===== src/rtl/esm_issue_scheduler_if.sv =====
// esm_issue_scheduler_if: front-end, dependency-core, execute and flush signals of the issue scheduler
interface esm_issue_scheduler_if #(
    parameter int Instruction_word_size = 32,
    parameter int bs = 16
);
    localparam int iw = $clog2(bs);
    logic in_valid;
    logic in_ready;
    logic [Instruction_word_size-1:0] in_instr;
    logic in_regwrite;
    logic in_alusrc;
    logic [iw-1:0] ida_buffer_index;
    logic [Instruction_word_size-1:0] ida_instr;
    logic ida_regwrite;
    logic ida_alusrc;
    logic [0:bs-1] ida_valid_entries;
    logic [0:bs-1] ida_independent;
    logic issue_valid;
    logic issue_ready;
    logic [iw-1:0] issue_index;
    logic [Instruction_word_size-1:0] issue_instr;
    logic complete_valid;
    logic [iw-1:0] complete_index;
    logic flush;
    logic [iw:0] occupancy;
    modport master (
        output in_valid, in_instr, in_regwrite, in_alusrc, ida_independent, issue_ready,
               complete_valid, complete_index, flush,
        input  in_ready, ida_buffer_index, ida_instr, ida_regwrite, ida_alusrc, ida_valid_entries,
               issue_valid, issue_index, issue_instr, occupancy
    );
    modport slave (
        input  in_valid, in_instr, in_regwrite, in_alusrc, ida_independent, issue_ready,
               complete_valid, complete_index, flush,
        output in_ready, ida_buffer_index, ida_instr, ida_regwrite, ida_alusrc, ida_valid_entries,
               issue_valid, issue_index, issue_instr, occupancy
    );
endinterface


===== src/rtl/esm_issue_scheduler.sv =====
// esm_issue_scheduler: slot allocation, round-robin issue, completion and drain flush for the ESM dependency core
module esm_issue_scheduler #(
    parameter int Instruction_word_size = 32,
    parameter int bs = 16,
    parameter int IDA_LAT = 2
) (
    input logic clk,
    input logic rst,
    esm_issue_scheduler_if.slave bus
);
    localparam int iw = $clog2(bs);
    localparam int ow = iw + 1;
    localparam int aw = $clog2(IDA_LAT + 2);
    typedef enum logic {RUN, FLUSH} state_t;
    state_t state, state_next;
    logic [0:bs-1] valid, issued, valid_next, elig, comp_clr, flush_clr;
    logic [aw-1:0] age [bs];
    logic [Instruction_word_size-1:0] mem [bs];
    logic [iw-1:0] rr_ptr, free_slot, pick;
    logic [ow-1:0] occ_next;
    logic alloc, take, hit;
    assign bus.in_ready = state == RUN && !(&valid);
    assign bus.ida_valid_entries = valid;
    assign alloc = bus.in_valid && bus.in_ready;
    assign take = bus.issue_valid && bus.issue_ready;
    always_comb begin
        state_next = state == RUN ? (bus.flush ? FLUSH : RUN) : (valid == '0 ? RUN : FLUSH);
    end
    always_comb begin
        free_slot = '0;
        pick = '0;
        hit = 1'b0;
        occ_next = '0;
        for (int i = 0; i < bs; i++) begin
            elig[i] = valid[i] && !issued[i] && age[i] == '0 && bus.ida_independent[i];
            comp_clr[i] = bus.complete_valid && bus.complete_index == iw'(i) && valid[i] && issued[i];
            // the slot under an outstanding offer survives the flush so its handshake can finish
            flush_clr[i] = state == FLUSH && valid[i] && !issued[i] && !(bus.issue_valid && bus.issue_index == iw'(i));
        end
        for (int i = bs - 1; i >= 0; i--) free_slot = valid[i] ? free_slot : iw'(i);
        for (int k = bs - 1; k >= 0; k--) begin
            pick = elig[rr_ptr + iw'(k)] ? rr_ptr + iw'(k) : pick;
            hit = hit || elig[rr_ptr + iw'(k)];
        end
        for (int i = 0; i < bs; i++) begin
            valid_next[i] = (valid[i] && !comp_clr[i] && !flush_clr[i]) || (alloc && free_slot == iw'(i));
            occ_next = occ_next + ow'(valid_next[i]);
        end
    end
    always_ff @(posedge clk or posedge rst) begin
        if (rst) state <= RUN;
        else state <= state_next;
    end
    always_ff @(posedge clk or posedge rst) begin
        if (rst) begin
            valid <= '0;
            issued <= '0;
            rr_ptr <= '0;
            bus.occupancy <= '0;
            bus.ida_buffer_index <= '0;
            bus.ida_instr <= '0;
            bus.ida_regwrite <= 1'b0;
            bus.ida_alusrc <= 1'b0;
            bus.issue_valid <= 1'b0;
            bus.issue_index <= '0;
            bus.issue_instr <= '0;
            for (int i = 0; i < bs; i++) age[i] <= '0;
        end else begin
            valid <= valid_next;
            for (int i = 0; i < bs; i++) begin
                issued[i] <= !comp_clr[i] && (issued[i] || (take && bus.issue_index == iw'(i)));
                age[i] <= alloc && free_slot == iw'(i) ? aw'(IDA_LAT) : age[i] - aw'(age[i] != '0);
            end
            bus.occupancy <= occ_next;
            bus.ida_buffer_index <= alloc ? free_slot : bus.ida_buffer_index;
            bus.ida_instr <= alloc ? bus.in_instr : '0;
            bus.ida_regwrite <= alloc && bus.in_regwrite;
            bus.ida_alusrc <= alloc && bus.in_alusrc;
            bus.issue_valid <= bus.issue_valid ? !bus.issue_ready : hit && state == RUN;
            bus.issue_index <= bus.issue_valid ? bus.issue_index : pick;
            bus.issue_instr <= bus.issue_valid ? bus.issue_instr : mem[pick];
            rr_ptr <= take ? bus.issue_index + iw'(1) : rr_ptr;
        end
    end
    always_ff @(posedge clk) begin
        if (alloc) mem[free_slot] <= bus.in_instr;
    end
endmodule

===== src/flat_wrapper.sv =====
// flat-port wrapper written by rule: the top's interface ports become plain ports
module esm_issue_scheduler_flat 
#(
    parameter int Instruction_word_size = 32,
    parameter int bs = 16,
    parameter int IDA_LAT = 2
)
  (clk, rst, bus_in_valid, bus_in_instr, bus_in_regwrite, bus_in_alusrc, bus_ida_independent, bus_issue_ready, bus_complete_valid, bus_complete_index, bus_flush, bus_in_ready, bus_ida_buffer_index, bus_ida_instr, bus_ida_regwrite, bus_ida_alusrc, bus_ida_valid_entries, bus_issue_valid, bus_issue_index, bus_issue_instr, bus_occupancy);
  esm_issue_scheduler_if #(.Instruction_word_size(Instruction_word_size), .bs(bs)) bus_i ();
  input logic clk;
  input logic rst;
  input wire logic [$bits(bus_i.in_valid)-1:0] bus_in_valid;
  input wire logic [$bits(bus_i.in_instr)-1:0] bus_in_instr;
  input wire logic [$bits(bus_i.in_regwrite)-1:0] bus_in_regwrite;
  input wire logic [$bits(bus_i.in_alusrc)-1:0] bus_in_alusrc;
  input wire logic [$bits(bus_i.ida_independent)-1:0] bus_ida_independent;
  input wire logic [$bits(bus_i.issue_ready)-1:0] bus_issue_ready;
  input wire logic [$bits(bus_i.complete_valid)-1:0] bus_complete_valid;
  input wire logic [$bits(bus_i.complete_index)-1:0] bus_complete_index;
  input wire logic [$bits(bus_i.flush)-1:0] bus_flush;
  output wire logic [$bits(bus_i.in_ready)-1:0] bus_in_ready;
  output wire logic [$bits(bus_i.ida_buffer_index)-1:0] bus_ida_buffer_index;
  output wire logic [$bits(bus_i.ida_instr)-1:0] bus_ida_instr;
  output wire logic [$bits(bus_i.ida_regwrite)-1:0] bus_ida_regwrite;
  output wire logic [$bits(bus_i.ida_alusrc)-1:0] bus_ida_alusrc;
  output wire logic [$bits(bus_i.ida_valid_entries)-1:0] bus_ida_valid_entries;
  output wire logic [$bits(bus_i.issue_valid)-1:0] bus_issue_valid;
  output wire logic [$bits(bus_i.issue_index)-1:0] bus_issue_index;
  output wire logic [$bits(bus_i.issue_instr)-1:0] bus_issue_instr;
  output wire logic [$bits(bus_i.occupancy)-1:0] bus_occupancy;
  assign bus_i.in_valid = bus_in_valid;
  assign bus_i.in_instr = bus_in_instr;
  assign bus_i.in_regwrite = bus_in_regwrite;
  assign bus_i.in_alusrc = bus_in_alusrc;
  assign bus_i.ida_independent = bus_ida_independent;
  assign bus_i.issue_ready = bus_issue_ready;
  assign bus_i.complete_valid = bus_complete_valid;
  assign bus_i.complete_index = bus_complete_index;
  assign bus_i.flush = bus_flush;
  assign bus_in_ready = bus_i.in_ready;
  assign bus_ida_buffer_index = bus_i.ida_buffer_index;
  assign bus_ida_instr = bus_i.ida_instr;
  assign bus_ida_regwrite = bus_i.ida_regwrite;
  assign bus_ida_alusrc = bus_i.ida_alusrc;
  assign bus_ida_valid_entries = bus_i.ida_valid_entries;
  assign bus_issue_valid = bus_i.issue_valid;
  assign bus_issue_index = bus_i.issue_index;
  assign bus_issue_instr = bus_i.issue_instr;
  assign bus_occupancy = bus_i.occupancy;
  esm_issue_scheduler #(.Instruction_word_size(Instruction_word_size), .bs(bs), .IDA_LAT(IDA_LAT)) u_core (.clk(clk), .rst(rst), .bus(bus_i));
endmodule

===== config.mk =====
export PLATFORM = sky130hd
export DESIGN_NAME = esm_issue_scheduler_flat
export DESIGN_NICKNAME = d
export VERILOG_FILES = /design/src/rtl/esm_issue_scheduler_if.sv /design/src/rtl/esm_issue_scheduler.sv /design/src/flat_wrapper.sv
export SDC_FILE = /design/constraint.sdc
export NUM_CORES = 1
export LEC_CHECK = 0
export BUFFER_PORTS_ARGS = -buffer_cell sky130_fd_sc_hd__buf_2
export CORE_MARGIN = 1.5
export CORE_UTILIZATION = 45
export CTS_BUF_LIST = sky130_fd_sc_hd__clkbuf_2 sky130_fd_sc_hd__clkbuf_4 sky130_fd_sc_hd__clkbuf_8
export DETAILED_ROUTE_END_ITERATION = 16
export PLACE_DENSITY = 0.66
export SLEW_MARGIN = 20
export SYNTH_ARGS = -nofsm -noshare
export SYNTH_HDL_FRONTEND = slang
export SYNTH_SLANG_ARGS = --single-unit

===== constraint.sdc =====
create_clock -name clk -period 19.65 [get_ports clk]
set_input_delay 0 -clock clk [delete_from_list [all_inputs] [get_ports clk]]
set_output_delay 0 -clock clk [all_outputs]
set_load 0.03 [all_outputs]

==> flow_summary.toml <==
[timing]
slew_viol_final = 0
finalSetupTns_ns = 0
worstMarginPinSlew_ns = 1.27
setup_viol = 0
slew_headroom_pct = 15.6
fmax_mhz = 117
rsz0062_at_grt = "false"
hold_viol = 1
hold_slack_ns = -0.0000960
min_period_ns = 8.52
timing.final.crit_share_pct = 43.4
worst_clock_skew_ns = 0.0466

[critical_path]
critical-path-top-delay-family = "buffers and inverters"
ff2ff_path_depth = 17
crit_top_cell = "buf_4"
path_max_fanout = 52
cpPeakStageDelay_ns = 1.02
crit_required_ns = 20.24
cp-start-kind = "flop"
path_depth = 17
worst-setup-path-type = "reg -> reg"
slowest_stage = "ha_1"
cp_num_buf_inv = 5
cp_cell_sequence = "buf_4 -> inv_2 -> ha_1 -> inv_1 -> nand2_1 -> o221ai_1 -> a211oi_2 -> mux2i_1 -> or4b_1 -> or4_1 -> o2111ai_4 -> buf_4 -> buf_4 -> mux4_1 -> mux2_2 -> a22o_1 -> a211o_1"
endpoint_kind = "flop"
cp.arrival_ns = 9.11

[yosys]
syn_nets = 1876
ys_ff_latch = 661
synth_warnings = 0
seq_area_frac_synth_pct = 65.6
synth_ff_type = "edfxtp_1"
synth.cell_area_mm2 = 0.0291
yosys-top-cells-area = "edfxtp_1, dfrtp_1, mux4_1, mux2_2, mux2i_1"
synth_cells = 1790
synthArstFlopShare_pct = 22.5
synth_edf_count = 512
synth_most_common_cell = "edfxtp_1"
synth_common_cells = "edfxtp_1, dfrtp_1, mux2i_1, mux2_2, nor2_1"
yosys.area.top_type_share_pct = 52.8
syn_avg_cell_area_um2 = 16.3
synth_top_area_cell = "edfxtp_1"
synth.distinct_cells = 85

[routing]
drt_pass1_iterations = 6
wl_met1_mm = 32.4
via_per_inst = 5.98
wl_met2_mm = 36.7
wl_per_cell_um = 25.9
highest_layer = "met5"
drt_iter0_markers = 1886
final_antenna_net_count = 0
vias = 17700
wirelength_mm = 76.7
wl_met3_mm = 5.65
drc_errors = 0

[grt]
overflow = 0
grt_pass1_vias = 17900
grt_usage_pct = 23.0
grt_max_degree = 159
grt_pass1_wl_mm = 114
antenna_found_initial = 5

[floorplanning]
fp.dieW_um = 257
design.die.area_mm2 = 0.0662
coreArea_mm2 = 0.0642
io_pins = 157
die_h_um = 257
start_util_pct = 45.3
row_count = 93

[final_layout]
drive_gt1_share_pct = 26.0
nets = 2101
multiInputGateArea_mm2 = 0.00948
fillers = 5303
seq_area_mm2 = 0.0191
areaGrowthSynthToFinish_pct = 15.1

[clocking]
htree_levels = 3
clock_path_buffers = 3
root_buffer = "clkbuf_8"
clock_sinks = 661
path_clk_slew_ns = 0.06
cts_made_buffers = 103
cts_tree = "done"
postCtsSetupBuffers = 0
clk_latency_ns = 0.70
cts_resized = 0

[status]
violations = "hold timing"
status = "finished with violations"

[place]
hpwl_mm = 43.2
gp_congestion = 0.915
io_buffer_count = 156

[hold_path]
hold_path_class = "in -> async"

[flow_run]
maxCapViolCount = 0
-- cell usage in the layout, fill, tap and decap left out, drive strengths merged, types with 7 or more instances in the layout --
| master | Yosys | layout |
|---|---|---|
| and2 | 7 | 7 |
| a21oi | 21 | 21 |
| o21ai | 33 | 33 |
| nand2b | 9 | 9 |
| mux2i | 113 | 113 |
| nor3b | 20 | 20 |
| buf | 60 | 188 |
| and3 | 34 | 34 |
| a211o | 31 | 31 |
| nor2b | 20 | 20 |
| fa | 10 | 10 |
| edfxtp | 512 | 512 |
| a311oi | 8 | 8 |
| xnor2 | 12 | 12 |
| mux4 | 85 | 85 |
| nand4 | 28 | 28 |
| nand2 | 54 | 54 |
| dlygate4sd3 | 0 | 48 |
| a22o | 63 | 63 |
| nor4b | 7 | 7 |
| nand3 | 30 | 30 |
| dfrtp | 149 | 149 |
| ha | 16 | 16 |
| nor4 | 8 | 8 |
| a21o | 31 | 31 |
| clkinv | 2 | 33 |
| o22ai | 8 | 8 |
| a31oi | 38 | 38 |
| a31o | 9 | 9 |
| nor2 | 69 | 69 |
| o211ai | 13 | 13 |
| a211oi | 10 | 10 |
| clkbuf | 56 | 155 |
| a41oi | 8 | 8 |
| mux2 | 112 | 112 |
| inv | 23 | 26 |
| a311o | 7 | 7 |
-- final timing paths --
path,from,to,slack [ns]
hold / removal,rst,u_core.bus.ida_instr[4]$_DFF_PP0_,-0.0001
max in group asynchronous,rst,u_core.bus.issue_instr[15]$_DFFE_PP0N_,18.20
min in group clk,bus_in_valid,u_core.bus.ida_alusrc$_DFF_PP0_,0.05
hold reg to reg,u_core.age[20]$_DFF_PP0_,u_core.age[20]$_DFF_PP0_,0.46
setup / recovery,u_core.rr_ptr[0]$_DFFE_PP0P_,u_core.bus.issue_instr[27]$_DFFE_PP0N_,11.13
setup reg to reg,u_core.rr_ptr[0]$_DFFE_PP0P_,u_core.bus.issue_instr[27]$_DFFE_PP0N_,11.13
-- sequential cells by signal, summed over array words and instances, names as in the netlist --
| signal | cells |
|---|---|
| u_core.state | 1 |
| u_core.bus.ida_alusrc | 1 |
| u_core.bus.issue_instr | 32 |
| u_core.mem | 512 |
| u_core.bus.ida_buffer_index | 4 |
| u_core.bus.ida_regwrite | 1 |
| u_core.issued | 16 |
| u_core.bus.issue_valid | 1 |
| u_core.age | 32 |
| u_core.rr_ptr | 4 |
| u_core.bus.ida_valid_entries | 16 |
| u_core.bus.issue_index | 4 |
| u_core.bus.ida_instr | 32 |
| u_core.bus.occupancy | 5 |
-- cells by family after synthesis --
kind of cell / Yosys count / share of synthesized area (%)
fa+ha+maj: 26 / 1.38
mux: 310 / 15.6
simple gates: 309 / 5.80
flops: 661 / 65.6
buf+inv: 141 / 2.47
xor+xnor: 18 / 0.593
compound gates: 325 / 8.51
-- layout make-up --
type,count,area share (%)
Sequential cell,661,57.0
Multi-Input combinational cell,988,28.3
Clock buffer,155,5.64
Timing Repair Buffer,236,4.52
Tap cell,855,3.19
Clock inverter,40,1.02
Inverter,25,0.295
Antenna cell,2,0.0149
-- through the flow --
stage	instances	setup WS [ns]	instance area [um^2]	utilization (%)	hold WS, ns
global placement	2717	11.37	30800	47.9	0.205
global route	2961	10.66	33500	52.2	0.0417
CTS	2960	11.21	33500	52.1	0.00240
finish	2962	11.13	33500	52.2	-0.0000960
floorplan	1790	12.65	29100	-	0.0989
detailed placement	2717	11.21	30800	47.9	0.226
-- layer usage --
metal	vias up	GRT usage, %
met2	798	37.2
met5	-	0
met1	9074	31.8
met3	139	3.96
li1	7690	-
met4	4	7.47
-- worst register-to-register path, delay by kind of cell, from the launching register on --
kind / cells / cell delay (ns)
flops: 1 / 0.34
mux: 3 / 1.30
simple gates: 3 / 1.45
compound gates: 5 / 1.42
fa+ha+maj: 1 / 1.02
buf+inv: 5 / 2.92
-- what timing repair did --
action,CTS,global route
hold buffers,48,0
hold endpoints to repair,669,0
endpoints found under the setup margin,0,0
Power is not shown: default switching activity piles up to over one toggle a cycle in this logic, so the estimate is an artifact.
